### src/rtl/random_range_gen.sv
// Bounded random number generator: a free-running Galois LFSR feeds a
// rejection-sampling draw that returns a value in the inclusive range [lo, hi].
module random_range_gen #(
   parameter int                LFSR_W = 16,
   parameter int                OUT_W  = 8,
   parameter logic [LFSR_W-1:0] SEED   = LFSR_W'(16'hACE1)
) (
   input  logic              clk,
   input  logic              rst,
   input  logic              seed_load,
   input  logic [LFSR_W-1:0] seed_in,
   input  logic              req,
   input  logic [OUT_W-1:0]  lo,
   input  logic [OUT_W-1:0]  hi,
   input  logic              ack,
   output logic [OUT_W-1:0]  y,
   output logic              y_valid,
   output logic              busy,
   output logic              err,
   output logic [LFSR_W-1:0] state_q
);

   localparam logic [31:0] MASK32 = (LFSR_W == 8)  ? 32'h0000_00B8 :
                                    (LFSR_W == 16) ? 32'h0000_B400 :
                                    (LFSR_W == 24) ? 32'h00E1_0000 :
                                                     32'h8020_0003;
   localparam logic [LFSR_W-1:0] MASK = MASK32[LFSR_W-1:0];

   // Handshake: y is offered while y_valid=1 and is consumed on the first
   // rising edge where ack=1; y/y_valid do not move until that edge.
   typedef enum logic [1:0] {IDLE, DRAW, HOLD} fsm_t;

   fsm_t              fsm_q, fsm_d;
   logic [LFSR_W-1:0] lfsr_d;
   logic [OUT_W-1:0]  lo_q, lo_d;
   logic [OUT_W:0]    span_q, span_d;
   logic [OUT_W-1:0]  rmask_q, rmask_d;
   logic [3:0]        attempt_q, attempt_d;
   logic [OUT_W-1:0]  y_d;
   logic              y_valid_d;
   logic              err_d;

   logic [OUT_W-1:0]  diff;
   logic [OUT_W-1:0]  fill;
   logic [OUT_W-1:0]  cand;
   logic [OUT_W-1:0]  cand_fold;
   logic              cand_ok;
   logic              take_req;
   logic              launch;
   logic              range_ok;

   // A zero seed would lock the LFSR, so it is replaced by SEED.
   always_comb begin
      lfsr_d = state_q >> 1;
      if (seed_load) begin
         lfsr_d = (seed_in == '0) ? SEED : seed_in;
      end else if (state_q[0]) begin
         lfsr_d = (state_q >> 1) ^ MASK;
      end
   end

   // fill has every bit at or below the top set bit of hi-lo, which is the
   // smallest 2^n-1 covering span-1.
   always_comb begin
      diff     = hi - lo;
      range_ok = (lo <= hi);
      fill     = '0;
      for (int i = 0; i < OUT_W; i++) begin
         fill[i] = |(diff >> i);
      end
   end

   always_comb begin
      cand      = state_q[OUT_W-1:0] & rmask_q;
      cand_ok   = ({1'b0, cand} < span_q);
      cand_fold = cand_ok ? cand : OUT_W'({1'b0, cand} - span_q);
   end

   // seed_load always beats a same-edge request.
   assign take_req = req && !seed_load;
   assign launch   = take_req && ((fsm_q == IDLE) || ((fsm_q == HOLD) && ack));

   always_comb begin
      fsm_d     = fsm_q;
      lo_d      = lo_q;
      span_d    = span_q;
      rmask_d   = rmask_q;
      attempt_d = attempt_q;
      y_d       = y;
      y_valid_d = y_valid;
      err_d     = 1'b0;

      case (fsm_q)
         IDLE: begin
            fsm_d = IDLE;
         end
         DRAW: begin
            if (seed_load) begin
               fsm_d     = IDLE;
               attempt_d = '0;
            end else if (cand_ok || (attempt_q == 4'd15)) begin
               y_d       = lo_q + cand_fold;
               y_valid_d = 1'b1;
               attempt_d = '0;
               fsm_d     = HOLD;
            end else begin
               attempt_d = attempt_q + 4'd1;
            end
         end
         HOLD: begin
            if (ack) begin
               y_valid_d = 1'b0;
               fsm_d     = IDLE;
            end
         end
         default: begin
            fsm_d = IDLE;
         end
      endcase

      if (launch) begin
         if (range_ok) begin
            fsm_d     = DRAW;
            lo_d      = lo;
            span_d    = {1'b0, diff} + {{OUT_W{1'b0}}, 1'b1};
            rmask_d   = fill;
            attempt_d = '0;
         end else begin
            err_d = 1'b1;
         end
      end
   end

   always_ff @(posedge clk or posedge rst) begin
      if (rst) begin
         fsm_q     <= IDLE;
         state_q   <= SEED;
         lo_q      <= '0;
         span_q    <= '0;
         rmask_q   <= '0;
         attempt_q <= '0;
         y         <= '0;
         y_valid   <= 1'b0;
         err       <= 1'b0;
      end else begin
         fsm_q     <= fsm_d;
         state_q   <= lfsr_d;
         lo_q      <= lo_d;
         span_q    <= span_d;
         rmask_q   <= rmask_d;
         attempt_q <= attempt_d;
         y         <= y_d;
         y_valid   <= y_valid_d;
         err       <= err_d;
      end
   end

   assign busy = (fsm_q == DRAW);

endmodule

### config.mk
export PLATFORM = sky130hd
export DESIGN_NAME = random_range_gen
export DESIGN_NICKNAME = d
export VERILOG_FILES = /design/src/rtl/random_range_gen.sv
export SDC_FILE = /design/constraint.sdc
export NUM_CORES = 1
export LEC_CHECK = 0
export BUFFER_PORTS_ARGS = -buffer_cell sky130_fd_sc_hd__buf_2
export CAP_MARGIN = 15
export CORE_MARGIN = 1
export CORE_UTILIZATION = 35
export CTS_CLUSTER_SIZE = 8
export DETAILED_ROUTE_END_ITERATION = 6
export GPL_TIMING_DRIVEN = 1
export PLACE_DENSITY = 0.64
export SYNTH_ARGS = -nofsm -noshare
export SYNTH_HDL_FRONTEND = slang
export SYNTH_SLANG_ARGS = --single-unit
### constraint.sdc
create_clock -name clk -period 4.5 [get_ports clk]
set_clock_uncertainty 0.05 [all_clocks]
set_input_delay 0.9 -clock clk [delete_from_list [all_inputs] [get_ports clk]]
set_output_delay 0.9 -clock clk [all_outputs]
set_load 0.01 [all_outputs]
After elaboration in Yosys (flattened, before gate mapping)
Cells that the tools add are included.

storage, ports and cells
  input port bits = 37
  bits in latches = 0
  output and inout bits = 27
  bits in read-only memories = 0
  memories kept = 0
  RAM bits = 0
  register bits = 57

operators by class
  add/sub/neg operators = 5
  multipliers = 0
  magnitude comparators = 2
  reductions and logical operators = 19
  div/mod/pow operators = 0
  multiplexer cells = 21
  shift-type cells = 0
  bitwise gates (word level) = 3
  equal/unequal tests = 6

operators by type and width
  operator               number
  $mux W16               3
  $mux W4                5
  $logic_not A16 Y1      1
  $sub A8 B8 Y8          2
  $mux W2                5
  $add A8 B1 Y9 const B  1
  $lt A8 B9 Y1           1
  $add A8 B8 Y8          1
  $and A8 B8 Y8          1
  $le A8 B8 Y1           1
  $mux W8                1
  $reduce_or A8 Y1       1
  $reduce_or A7 Y1       1
  $reduce_or A6 Y1       1
  $mux W1                5
  $reduce_or A5 Y1       1
  $add A4 B1 Y4 const B  1
  $eq A4 B4 Y1 const B   1
  $ne A2 B2 Y1 const B   2
  $not A3 Y4             1
  $pmux W2 S2            1
  $reduce_and A4 Y1      1
  $reduce_or A4 Y1       1
  $logic_and A1 B1 Y1    3
  other kinds (13)       14

Depth between registers and ports, before layout
Gate-level depths: netlist of run 1.

  depth in word-level cells = 8
  gate-level depth with buffers = 18
  depth with buffers taken out = 16

Worst setup path before layout of run 1
OpenSTA, ideal clock, no wires.

  path kind = reg-to-reg
  from = register state_q[1]
  to = register y[6]
  arrival time = 3.418 ns
  slack = 0.890 ns
  cell stages (with the launch flop) = 17
  path buffers = 1
  cell sequence = dfrtp_1 and2_1 ha_1 nor2b_1 o21ai_0 o21ai_1 a21oi_2 clkbuf_1 o21ai_0 ha_1 fa_1 a21o_1 a21oi_1 o21bai_1 a21oi_1 xor2_1 o21ai_0

on the way
  longest elaborated chain between the ends = 4
  elaborated cells on any way between the ends = 7

ends and longest elaborated chain
  element                                                    line     source
  start: declaration                                         20       output logic [LFSR_W-1:0] state_q
  start signal: assignment                                   147      state_q <= lfsr_d;
  $and A8 B8 Y8 (*)                                          74       cand = state_q[OUT_W-1:0] & rmask_q;
  $sub A8 B8 Y8 / $lt A8 B9 Y1 (equally long branches)       76, 75
  $mux W8 / $logic_or A1 B1 Y1 (equally long branches)       76, 101
  $add A8 B8 Y8 / $reduce_and A3 Y1 (equally long branches)  -
  end signal: assignment                                     152      y <= y_d;
  end: declaration                                           16       output logic [OUT_W-1:0] y,

Mark *: on every way between the ends. The rest lies on a longest branch, timed or not.
A chain may end at the register's enable or synchronous reset.

Worst setup path after layout of run 1
  from = register state_q[1]
  to = register y[7]

Same word-level chain as after synthesis.

==> run summary, run 1 <==
Status -> finished clean
Number of I/O port buffers -> 63
Worst slew pin tran -> 1010 ps
Busiest metal layer after global routing -> met2
Count of routing violations after the opening detailed-route iteration -> 62
Cell-by-cell listing of the critical path -> and2_1 > ha_1 > nor2b_1 > o21ai_0 > o21ai_1 > a21oi_2 > mux2_2 > ha_1 > a21oi_1 > o211ai_1 > o21ai_0 > nand2b_1 > a21oi_1 > xnor3_1 > o21ai_0
RSZ-0062 raised after global routing -> no
Net count, final -> 506
Final setup viols -> 0
Gp weighted congestion -> 0.840
Placement Rows -> 36
Slew margin rel. -> 32.2%
Worst setup margin -> 534 ps
First-pass DRT Iterations -> 6
Register-to-register path setup slack -> 530 ps
Hold-fix buffer count after cts -> 0
Number of cells produced by synthesis -> 369
Netlist Area Pre-Place -> 3560 µm²
HPWL reported at the end of detailed placement -> 6.55 mm
Number of buffers inserted during clock tree synthesis -> 9
Power share of the clock group -> 21.7%
Final core area utilization -> 43.0%
Final Routed Wirelength -> 8.09 mm
Max-slew violation total from the final report -> 0
Startpoint of the lowest-slack register-to-register path -> state_q[1]
P_int -> 1.35 mW
Maximum clock frequency -> 252 MHz
Hold slack -> 420 ps
Global-route congestion overflow total -> 0
Global-route wire length before repair -> 13.7 mm
Post-DRT Antenna Nets -> 0
Max capacitance violation total -> 0
Setup Total Neg Slack -> 0 ps
Type of the tightest min-delay check -> reg2reg
Comb pwr share -> 46.0%
Hold path startpoint -> y[2]
Highest net fanout along the worst path -> 10
Psw -> 0.799 mW
Clock Sink Count -> 57
Mean instance size in the synthesized netlist -> 9.64 µm²
Critical Path Most Common Cell -> sky130_fd_sc_hd__o21ai_0
Clock insertion delay at the later pin of the skew report -> 330 ps
Critical Path Source Type -> register
Average vias per placed instance -> 4.95
Die ar. -> 10,600 µm²
Net count after synthesis -> 438
Final min period -> 3970 ps
Power density relative to cell area -> 508 nW/µm²
TritonCTS clock tree -> done
Register bit total from synthesis -> 57
Commonest register cell after synthesis -> sky130_fd_sc_hd__dfrtp_1
Number of levels the H-tree was split into -> 3
Deepest clock path buffer count -> 2
Via count -> 2,845
GR met1 Demand/Resource -> 22.3%
Pin count of the biggest net entering global routing -> 34
Hold Vio Cnt, Final -> 0
Family of cells with the greatest summed delay on the critical path -> compound AO/OA/AOI/OAI gates
Sequential cell area fraction in the yosys report -> 40.4%
Critical Path AT -> 4170 ps
Worst Setup Path Type -> reg2reg
Library cell contributing the largest single delay on the critical path -> sky130_fd_sc_hd__a21oi_2
Number of buffers and inverters on the critical path -> 0
Peak supply drop -> 179 µV
Clock edge transition at the registers on the reported setup and hold paths -> 70 ps
Number of distinct standard cells referenced by the synthesized netlist -> 56
Required @ worst endpoint -> 4700 ps
Share of synthesized registers carrying an async set or reset -> 100%
Part of the total power dissipated in sequential elements -> 32.4%
Met2 capacity usage during global routing -> 27.8%
CTS root buf -> sky130_fd_sc_hd__clkbuf_8
Count of boundary I/O pins -> 64
Fill cell count -> 994
Initial cell density of the core -> 36.2%
Resized cells post-CTS -> 0
Count of flip-flops with a built-in enable after synthesis -> 0
Worst R2R Path Depth -> 15
Slowest cell delay on critical path -> 430 ps
Core region area -> 9820 µm²
Worst reg2reg path endpoint -> y[7]
Number of warnings issued by yosys -> 0
Horizontal die dimension -> 103 µm
Critical Path Source -> state_q[1]
Layout cell share with drive strength beyond 1 -> 24.4%
Critical Path Sink Type -> register
Number of antenna violations at the first check in global routing -> 0
Antenna diode instance count -> 0
Total global routing track utilization -> 16.9%
Via count of the first global-routing pass -> 2,883
Hold endpoint -> y[2]
Cell depth of the worst min-delay path -> 2
Met3 track demand over resource in global routing -> 2.37%
Die extent in y -> 103 µm
Synthesis-to-layout area growth -> 18.6%
Number of setup buffers added after CTS -> 0
Average wire per cell in the routed design -> 14.1 µm
Leakage dissipation -> 2.02 nW
Placement-stage worst setup slack -> 553 ps
DRC violations left -> 0
Share of the cycle needed by the critical path after routing -> 88.1%
Switching part of the total -> 37.3%
[worst min-delay path: cells and delay by family (launching register included)]
kind	cells	cell delay, ps
flops	1	340
compound gates	1	60
simple gates	1	40
[sequential cells by signal, indices dropped and copies added, names as in the netlist]
| name | count |
|---|---|
| err | 1 |
| attempt_q | 4 |
| rmask_q | 8 |
| state_q | 16 |
| fsm_q | 2 |
| span_q | 9 |
| lo_q | 8 |
| y | 8 |
| y_valid | 1 |
[stage by stage]
stage	instance area [µm²]	instances	power, mW
after global placement	4030	559	1.67
final	4220	575	2.14
after global routing	4220	575	2.33
after floorplan	3560	369	1.43
after CTS	4220	575	2.17
after detailed placement	4030	559	1.70
[how the worst max path moves through the flow]
| stage | endpoint | slack (ps) | depth (start not counted) |
|---|---|---|---|
| 6_report | y[7] | 530 | 15 |
| 2_1_floorplan | y[6] | 890 | 16 |
| 5_1_grt | y[7] | 200 | 15 |
| 4_1_cts | y[7] | 540 | 15 |
| 3_5_place_dp | y[7] | 550 | 15 |
| 3_3_place_gp | y[7] | 670 | 15 |
[power groups by stage]
stage,logic (mW),registers [mW],clock network (mW)
floorplan,0.724,0.703,0
global placement,0.968,0.700,0
detailed placement,0.992,0.705,0
CTS,1.00,0.696,0.475
global route,1.12,0.708,0.499
finish,0.986,0.694,0.465
[cells in the mapped netlist, types with 2 or more instances]
cell	number	area [µm²]
sky130_fd_sc_hd__nor2b_1	3	18.8
sky130_fd_sc_hd__nor4_1	4	25.0
sky130_fd_sc_hd__a21o_1	7	52.6
sky130_fd_sc_hd__o21ai_0	35	175
sky130_fd_sc_hd__o22a_1	11	96.3
sky130_fd_sc_hd__ha_1	29	363
sky130_fd_sc_hd__and2_1	10	62.6
sky130_fd_sc_hd__o21ai_1	3	15.0
sky130_fd_sc_hd__nor3b_1	4	30.0
sky130_fd_sc_hd__dfrtp_1	49	1230
sky130_fd_sc_hd__o21bai_1	3	22.5
sky130_fd_sc_hd__nand2_1	45	169
sky130_fd_sc_hd__buf_2	7	35.0
sky130_fd_sc_hd__nor2_1	15	56.3
sky130_fd_sc_hd__o21a_1	5	37.5
sky130_fd_sc_hd__and3_1	3	18.8
sky130_fd_sc_hd__nand3_1	5	25.0
sky130_fd_sc_hd__mux2i_1	2	20.0
sky130_fd_sc_hd__fa_1	3	60.1
sky130_fd_sc_hd__nor3_1	2	10.0
sky130_fd_sc_hd__inv_1	28	105
sky130_fd_sc_hd__clkbuf_1	4	15.0
sky130_fd_sc_hd__nand2b_1	5	31.3
sky130_fd_sc_hd__a311oi_1	2	17.5
sky130_fd_sc_hd__xnor2_1	13	114
sky130_fd_sc_hd__or3_1	2	12.5
sky130_fd_sc_hd__o211ai_1	3	22.5
sky130_fd_sc_hd__o31ai_1	2	15.0
sky130_fd_sc_hd__xor2_1	7	61.3
sky130_fd_sc_hd__a21oi_1	15	75.1
sky130_fd_sc_hd__mux2_2	10	113
sky130_fd_sc_hd__and4_1	2	17.5
sky130_fd_sc_hd__dfstp_2	8	210
[layout make-up]
type / count / area (µm²) / share of cell area [%]
clock buffer: 13 / 149 / 3.53
clock inverter: 3 / 40.0 / 0.949
inverter: 28 / 105 / 2.49
multi-input combinational: 272 / 1960 / 46.5
sequential: 57 / 1440 / 34.0
tap: 133 / 166 / 3.94
timing repair buffer: 69 / 360 / 8.54
[cell usage in the layout (no fill, tap or decap), types with 2 or more instances in the layout]
cell type                  synthesis  layout
sky130_fd_sc_hd__nor3_1            2       2
sky130_fd_sc_hd__nor4_1            4       4
sky130_fd_sc_hd__or3_1             2       2
sky130_fd_sc_hd__ha_1             29      29
sky130_fd_sc_hd__o211ai_1          3       3
sky130_fd_sc_hd__nor3b_1           4       4
sky130_fd_sc_hd__mux2_2           10      10
sky130_fd_sc_hd__o31ai_1           2       2
sky130_fd_sc_hd__and3_1            3       3
sky130_fd_sc_hd__and2_1           10      10
sky130_fd_sc_hd__o21bai_1          3       3
sky130_fd_sc_hd__clkbuf_1          4       3
sky130_fd_sc_hd__inv_1            28      27
sky130_fd_sc_hd__and4_1            2       2
sky130_fd_sc_hd__clkbuf_8          0      10
sky130_fd_sc_hd__mux2i_1           2       2
sky130_fd_sc_hd__nand2_1          45      45
sky130_fd_sc_hd__xor2_1            7       7
sky130_fd_sc_hd__dfrtp_1          49      49
sky130_fd_sc_hd__dfstp_2           8       8
sky130_fd_sc_hd__o21ai_0          35      35
sky130_fd_sc_hd__nor2b_1           3       3
sky130_fd_sc_hd__nand2b_1          5       5
sky130_fd_sc_hd__xnor2_1          13      13
sky130_fd_sc_hd__o21a_1            5       5
sky130_fd_sc_hd__o22a_1           11      11
sky130_fd_sc_hd__nor2_1           15      15
sky130_fd_sc_hd__buf_4             0       6
sky130_fd_sc_hd__a311oi_1          2       2
sky130_fd_sc_hd__o21ai_1           3       3
sky130_fd_sc_hd__a21o_1            7       7
sky130_fd_sc_hd__fa_1              3       3
sky130_fd_sc_hd__nand3_1           5       5
sky130_fd_sc_hd__buf_2             7      63
sky130_fd_sc_hd__clkinv_2          0       2
sky130_fd_sc_hd__a21oi_1          15      15
[routing by layer]
layer  part of all wire (%)  wire length (µm)
met2                     48              3890
met1                     46              3730
met3                    3.6               288
met4                    2.1               171
met5                      0                 0
[logic make-up (layout without fill, tap and decap cells)]
group	after synthesis	count (layout)	synth area share (%)
multiplexers	12	12	3.73
AND/OR/NAND/NOR	110	110	16.1
buffers and inverters	40	113	4.47
XOR/XNOR	21	21	5.56
adder cells (fa/ha/maj)	32	32	11.9
AO/OA/AOI/OAI	97	97	17.8
flip-flops	57	57	40.4
Power figures use the tool's default switching activity.
==> run 2: changes to the inputs <==
--- a/config.mk
+++ b/config.mk
@@ -9,9 +9,10 @@
 export CAP_MARGIN = 15
 export CORE_MARGIN = 1
 export CORE_UTILIZATION = 35
+export CTS_CLUSTER_DIAMETER = 30
 export CTS_CLUSTER_SIZE = 8
 export DETAILED_ROUTE_END_ITERATION = 6
-export GPL_TIMING_DRIVEN = 1
+export GPL_TIMING_DRIVEN = 0
 export PLACE_DENSITY = 0.64
 export SYNTH_ARGS = -nofsm -noshare
 export SYNTH_HDL_FRONTEND = slang
==> run 2 against run 1 <==
Setup slack worse by 160 ps. Cell count up 1.2%. Flip-flop and latch count unchanged. Clock-buffer cell count up 1. Worst hold slack better by 3.7 ps. Critical endpoint unchanged. Non-clock buffer count up 7. Critical path type unchanged. Die area unchanged. First-iteration DRC count up 11%. Register-to-register slack worse by 160 ps. Power up 3.3%.
==> run summary, run 2 (synthesis gave the netlist of run 1 again) <==
Required @ worst endpoint -> 4700 ps (about the same)
Clock Sink Count -> 57 (unchanged)
Final setup viols -> 0 (unchanged)
Critical Path AT -> 4330 ps (+160 ps)
Power share of the clock group -> 23.3% (+1.6 points)
Number of I/O port buffers -> 63 (unchanged)
GR met1 Demand/Resource -> 21.9% (-0.33 points)
DRC violations left -> 0 (unchanged)
TritonCTS clock tree -> done
Worst setup margin -> 372 ps (-162 ps)
Library cell contributing the largest single delay on the critical path -> sky130_fd_sc_hd__dfstp_2
Post-DRT Antenna Nets -> 0 (unchanged)
Synthesis-to-layout area growth -> 20.5%
Global-route wire length before repair -> 13.2 mm (-3.0%)
Critical Path Most Common Cell -> sky130_fd_sc_hd__o21ai_0
Placement-stage worst setup slack -> 249 ps (-304 ps)
Hold slack -> 424 ps (+3.75 ps)
Most common library cell in the layout ignoring fill and taps -> sky130_fd_sc_hd__buf_2
Gp weighted congestion -> 0.839 (-0.12%)
Share of the cycle needed by the critical path after routing -> 91.7% (+3.6 points)
Final Routed Wirelength -> 8.14 mm (+0.64%)
Final min period -> 4130 ps (+162 ps)
Slew margin rel. -> 60.5% (+28 points)
Largest registers -> state_q (16), span_q (9)
Global-route congestion overflow total -> 0 (unchanged)
Met2 capacity usage during global routing -> 27.1% (-0.67 points)
Met3 track demand over resource in global routing -> 2.17% (-0.20 points)
Via count of the first global-routing pass -> 2,724 (-5.5%)
Average wire per cell in the routed design -> 14.0 µm (-0.57%)
Type of the tightest min-delay check -> reg2reg
CTS root buf -> sky130_fd_sc_hd__clkbuf_8
Cell depth of the worst min-delay path -> 2 (unchanged)
Layout cell share with drive strength beyond 1 -> 25.2% (+0.73 points)
Deepest clock path buffer count -> 2 (unchanged)
Hold-fix buffer count after cts -> 0 (unchanged)
Max capacitance violation total -> 0 (unchanged)
Hold Vio Cnt, Final -> 0 (unchanged)
Setup Total Neg Slack -> 0 ps (unchanged)
Pin count of the biggest net entering global routing -> 36 (+5.9%)
Psw -> 0.823 mW (+3.0%)
Horizontal die dimension -> 103 µm (unchanged)
Number of levels the H-tree was split into -> 3 (unchanged)
Startpoint of the lowest-slack register-to-register path -> state_q[0]
Comb pwr share -> 45.6% (-0.4 points)
Count of routing violations after the opening detailed-route iteration -> 69 (+11%)
Average vias per placed instance -> 4.89 (-1.2%)
Clock edge transition at the registers on the reported setup and hold paths -> 70 ps (about the same)
Switching part of the total -> 37.2% (-0.10 points)
Highest net fanout along the worst path -> 10 (unchanged)
Number of antenna violations at the first check in global routing -> 0 (unchanged)
Leakage dissipation -> 2.05 nW (+1.3%)
Power density relative to cell area -> 517 nW/µm² (+1.6%)
Slowest cell delay on critical path -> 520 ps (+90 ps)
Initial cell density of the core -> 36.2% (unchanged)
Via count -> 2,844 (-0.035%)
P_int -> 1.39 mW (+3.5%)
Part of the total power dissipated in sequential elements -> 31.1% (-1.3 points)
Antenna diode instance count -> 0 (unchanged)
Hold path startpoint -> y[4]
First-pass DRT Iterations -> 4 (-2)
Critical Path Sink Type -> register
Register with the most flip-flops -> state_q
Worst R2R Path Depth -> 17 (+2)
Tot Pwr -> 2.22 mW (+3.3%)
Cell-by-cell listing of the critical path -> clkbuf_1 > nand2_1 > ha_1 > nor2b_1 > o21ai_0 > o21ai_2 > a21oi_4 > clkbuf_1 > o21ai_0 > ha_1 > nand3_1 > o211ai_1 > o21ai_0 > nand2b_1 > a21oi_1 > xnor3_1 > o21ai_0
Clock insertion delay at the later pin of the skew report -> 340 ps (about the same)
Peak supply drop -> 205 µV (+15%)
Highest-count cells in the layout ignoring fill and taps -> sky130_fd_sc_hd__buf_2 (70), sky130_fd_sc_hd__dfrtp_1 (49), sky130_fd_sc_hd__nand2_1 (45), sky130_fd_sc_hd__o21ai_0 (35), sky130_fd_sc_hd__ha_1 (29)
Critical Path Source Type -> register
Status -> finished clean
Die extent in y -> 103 µm (unchanged)
Die ar. -> 10,600 µm² (unchanged)
Count of boundary I/O pins -> 64 (unchanged)
Maximum clock frequency -> 242 MHz (-3.9%)
Total global routing track utilization -> 16.5% (-0.37 points)
Worst slew pin tran -> 591 ps (-419 ps)
Worst Setup Path Type -> reg2reg
Busiest metal layer after global routing -> met2
Largest register FFs -> 16 (unchanged)
Core region area -> 9820 µm² (unchanged)
Register-to-register path setup slack -> 370 ps (-160 ps)
Max-slew violation total from the final report -> 0 (unchanged)
Worst reg2reg path endpoint -> y[7]
RSZ-0062 raised after global routing -> no
Net count, final -> 513 (+1.4%)
Placement Rows -> 36 (unchanged)
Number of buffers inserted during clock tree synthesis -> 9 (unchanged)
HPWL reported at the end of detailed placement -> 6.47 mm (-1.2%)
Hold endpoint -> y[4]
==> run 2: per-stage QoR <==
stage | std cells | utilization [%] | area (µm²)
after global placement | 565 | 41.1 | 4040
after global routing | 582 | 43.7 | 4290
after floorplan | 369 | - | 3560
after CTS | 582 | 43.6 | 4280
final | 582 | 43.7 | 4290
after detailed placement | 566 | 41.3 | 4060
==> run 2: power by group through the flow <==
| stage | Combinational, mW | Sequential (mW) | Clock [mW] |
|---|---|---|---|
| after floorplan | 0.724 | 0.703 | 0 |
| after global placement | 0.969 | 0.694 | 0 |
| after detailed placement | 0.997 | 0.698 | 0 |
| after CTS | 1.01 | 0.690 | 0.528 |
| after global routing | 1.12 | 0.702 | 0.555 |
| final | 1.01 | 0.689 | 0.517 |
==> run 2: area by class of cell <==
type	instances	area (µm²)
Tap cell	133	166
Buffer	12	53.8
Fill cell	959	5530
Timing Repair Buffer	64	335
Clock buffer	14	183
Multi-Input combinational cell	272	1970
Inverter	28	105
Clock inverter	2	35.0
Sequential cell	57	1440
==> run 2: what timing repair did <==
action	4_1_cts	5_1_grt
buffers inserted	0	0
resized for setup	0	2
setup endpoints to repair	0	2
==> run 2: per-layer routing <==
layer  vias up  wire, µm
met5         -         0
met4         0       114
met3         9       140
met2        36      3970
met1      1339      3920
li1       1460         -
==> run 2: worst max-delay path, delay by kind of cell (launching register included) <==
kind | cells | cell delay [ps]
xor gates and xnor gates | 1 | 360
buffers and inverters | 2 | 560
AOI/OAI and AO/OA | 8 | 1630
DFF | 1 | 520
adders and majority gates | 2 | 530
and+or+nand+nor | 4 | 400
==> run 2: worst max-delay path by stage <==
stage | end | cells after the start | from | slack (ps)
final | y[7] | 17 | state_q[0] | 370
after global routing | y[7] | 17 | state_q[0] | 130
after CTS | y[7] | 17 | state_q[0] | 210
after detailed placement | y[7] | 17 | state_q[0] | 250
after global placement | y[7] | 16 | state_q[1] | 300
after floorplan | y[6] | 16 | state_q[1] | 890
==> run 3: changes to the inputs <==
==> constraint.sdc (replaced) <==
create_clock -name clk -period 4.6 [get_ports clk]
set_clock_uncertainty 0.05 [all_clocks]
set_input_delay 0.92 -clock clk [delete_from_list [all_inputs] [get_ports clk]]
set_output_delay 0.92 -clock clk [all_outputs]
set_load 0.01 [all_outputs]
==> run 3 against run 2 <==
Combinational power decreased by 4%. Maximum frequency decreased by 3.6%. Global-route usage unchanged. Via count unchanged. Register-to-register slack got worse by 60 ps. Core utilization decreased by 0.11 points. Worst hold slack about the same. Setup slack got worse by 56 ps. Routed wire length about the same. Clock-buffer cell count unchanged. Sequential power decreased by 2%. Largest cell class unchanged. Largest power group unchanged.
==> run summary, run 3 (synthesis gave the netlist of run 1 again) <==
Type of the tightest min-delay check -> reg2reg
Fill cell count -> 961 (+0.21%)
Library cell contributing the largest single delay on the critical path -> sky130_fd_sc_hd__dfstp_2
Register with the most flip-flops -> state_q
Multi-input logic area -> 1960 µm² (-0.57%)
Standard cell area after detailed placement -> 4060 µm² (unchanged)
RSZ-0062 raised after global routing -> no
Resized cells post-CTS -> 0 (unchanged)
P_int -> 1.36 mW (-2.6%)
Share of the cycle needed by the critical path after routing -> 93.1% (+1.4 points)
Clock Sink Count -> 57 (unchanged)
Die ar. -> 10,600 µm² (unchanged)
Status -> finished clean
Part of the total power dissipated in sequential elements -> 31.3% (+0.2 points)
Global-route congestion overflow total -> 0 (unchanged)
Layout cell share with drive strength beyond 1 -> 24.9% (-0.22 points)
HPWL reported at the end of detailed placement -> 6.47 mm (unchanged)
Peak supply drop -> 201 µV (-2.2%)
Deepest clock path buffer count -> 2 (unchanged)
First-pass DRT Iterations -> 4 (unchanged)
Initial cell density of the core -> 36.2% (unchanged)
Critical Path Sink Type -> register
Final setup viols -> 0 (unchanged)
Number of I/O port buffers -> 63 (unchanged)
Largest registers -> state_q (16), span_q (9)
Antenna diode instance count -> 0 (unchanged)
Max capacitance violation total -> 0 (unchanged)
CTS root buf -> sky130_fd_sc_hd__clkbuf_8
Final min period -> 4280 ps (+156 ps)
Placed Instances -> 566 (unchanged)
Maximum clock frequency -> 233 MHz (-3.6%)
Worst Setup Path Type -> reg2reg
TritonCTS clock tree -> done
Post-DRT Antenna Nets -> 0 (unchanged)
Horizontal die dimension -> 103 µm (unchanged)
Setup Total Neg Slack -> 0 ps (unchanged)
Psw -> 0.793 mW (-3.6%)
Hold slack -> 424 ps (-0.0130 ps)
Via count -> 2,844 (unchanged)
Cell-by-cell listing of the critical path -> clkbuf_1 > nand2_1 > ha_1 > nor2b_1 > o21ai_0 > o21ai_1 > a21oi_2 > clkbuf_1 > o21ai_0 > ha_1 > nand3_1 > o211ai_1 > o21ai_0 > nand2b_1 > a21oi_1 > xnor3_1 > o21ai_0
Clock edge transition at the registers on the reported setup and hold paths -> 60 ps (about the same)
Core region area -> 9820 µm² (unchanged)
Average vias per placed instance -> 4.89 (unchanged)
Power density relative to cell area -> 503 nW/µm² (-2.7%)
Highest-count cells in the layout ignoring fill and taps -> sky130_fd_sc_hd__buf_2 (70), sky130_fd_sc_hd__dfrtp_1 (49), sky130_fd_sc_hd__nand2_1 (45), sky130_fd_sc_hd__o21ai_0 (35), sky130_fd_sc_hd__ha_1 (29)
Highest net fanout along the worst path -> 10 (unchanged)
Clock insertion delay at the later pin of the skew report -> 340 ps (about the same)
Pin count of the biggest net entering global routing -> 36 (unchanged)
Gp weighted congestion -> 0.839 (unchanged)
Switching part of the total -> 36.9% (-0.25 points)
Via count of the first global-routing pass -> 2,724 (unchanged)
Average wire per cell in the routed design -> 14.0 µm (about the same)
Count of routing violations after the opening detailed-route iteration -> 75 (+8.7%)
Number of antenna violations at the first check in global routing -> 0 (unchanged)
Count of boundary I/O pins -> 64 (unchanged)
Hold-fix buffer count after cts -> 0 (unchanged)
Critical Path Most Common Cell -> sky130_fd_sc_hd__o21ai_0
Leakage dissipation -> 2.05 nW (-0.14%)
Hold Vio Cnt, Final -> 0 (unchanged)
Placement Rows -> 36 (unchanged)
Critical Path AT -> 4490 ps (+160 ps)
Global-route wire length before repair -> 13.2 mm (unchanged)
Register area -> 1440 µm² (unchanged)
Worst slew pin tran -> 591 ps (+0.000119 ps)
Most common library cell in the layout ignoring fill and taps -> sky130_fd_sc_hd__buf_2
Number of buffers inserted during clock tree synthesis -> 9 (unchanged)
Number of levels the H-tree was split into -> 3 (unchanged)
Post-route design area -> 4280 µm² (-0.26%)
Max-slew violation total from the final report -> 0 (unchanged)
Largest register FFs -> 16 (unchanged)
Number of setup buffers added after CTS -> 0 (unchanged)
Required @ worst endpoint -> 4800 ps (+100 ps)
Total global routing track utilization -> 16.5% (unchanged)
Die extent in y -> 103 µm (unchanged)
Comb pwr share -> 45.2% (-0.4 points)
Number of standard cells in the final layout excluding fillers -> 582 (unchanged)
Slowest cell delay on critical path -> 520 ps (about the same)
Power share of the clock group -> 23.5% (+0.2 points)
Slew margin rel. -> 60.5% (unchanged)
Net count, final -> 513 (unchanged)
DRC violations left -> 0 (unchanged)
Final Routed Wirelength -> 8.13 mm (about the same)
Synthesis-to-layout area growth -> 20.2%
Critical Path Source Type -> register
-- run 3: cell counts in the layout (fill, tap and decap cells not counted) --
Identical to the previous run, type by type.
-- run 3: stage by stage --
step	util [%]	power, mW	setup WS [ps]
2_1_floorplan	-	1.40	990
3_3_place_gp	41.1	1.63	403
3_5_place_dp	41.3	1.66	349
4_1_cts	43.6	2.17	307
5_1_grt	43.6	2.32	54.0
6_report	43.6	2.15	316
-- run 3: per-layer routing --
| layer | vias up | routed length (µm) | track usage [%] | part of all wire (%) |
|---|---|---|---|---|
| li1 | 1462 | - | - | - |
| met1 | 1337 | 3870 | 21.9 | 48 |
| met2 | 36 | 3970 | 27.1 | 49 |
| met3 | 9 | 178 | 2.17 | 2.2 |
| met4 | 0 | 115 | 7.04 | 1.4 |
| met5 | - | 0 | 0 | 0 |
-- run 3: final cells by class --
class | count | area share (%)
plain buffers | 12 | 1.26
multi-input cells | 272 | 45.9
inverters | 28 | 2.46
well taps | 133 | 3.89
flip-flops and latches | 57 | 33.6
repair buffers | 64 | 7.84
clock inverters | 2 | 0.819
clock buffers | 14 | 4.27
-- run 3: path summary, 6_finish.rpt --
| check | depth (start not counted) | slack (ps) | startpoint | to |
|---|---|---|---|---|
| max | 17 | 320 | state_q[0] | y[7] |
| min | 2 | 420 | y[4] | y[4] |
| max reg2reg | 17 | 320 | state_q[0] | y[7] |
| min reg2reg | 2 | 420 | y[4] | y[4] |
| max in group asynchronous | 3 | 3310 | rst | state_q[5] |
| min in group asynchronous | 2 | 570 | rst | attempt_q[0] |
-- run 3: power groups by stage --
stage                     clock [mW]  sequential, mW  combinational [mW]
after floorplan                    0           0.688               0.708
after global placement             0           0.679               0.948
after detailed placement           0           0.683               0.975
after CTS                      0.516           0.675               0.983
after global routing           0.543           0.687                1.09
final                          0.505           0.673               0.971
-- run 3: worst max-delay path: cells and delay by family, from the launching register on --
family,cells,cell delay [ps]
AO/OA/AOI/OAI,8,1770
XOR/XNOR,1,360
adder cells (fa/ha/maj),2,530
buffers and inverters,2,580
flip-flops,1,520
AND/OR/NAND/NOR,4,390
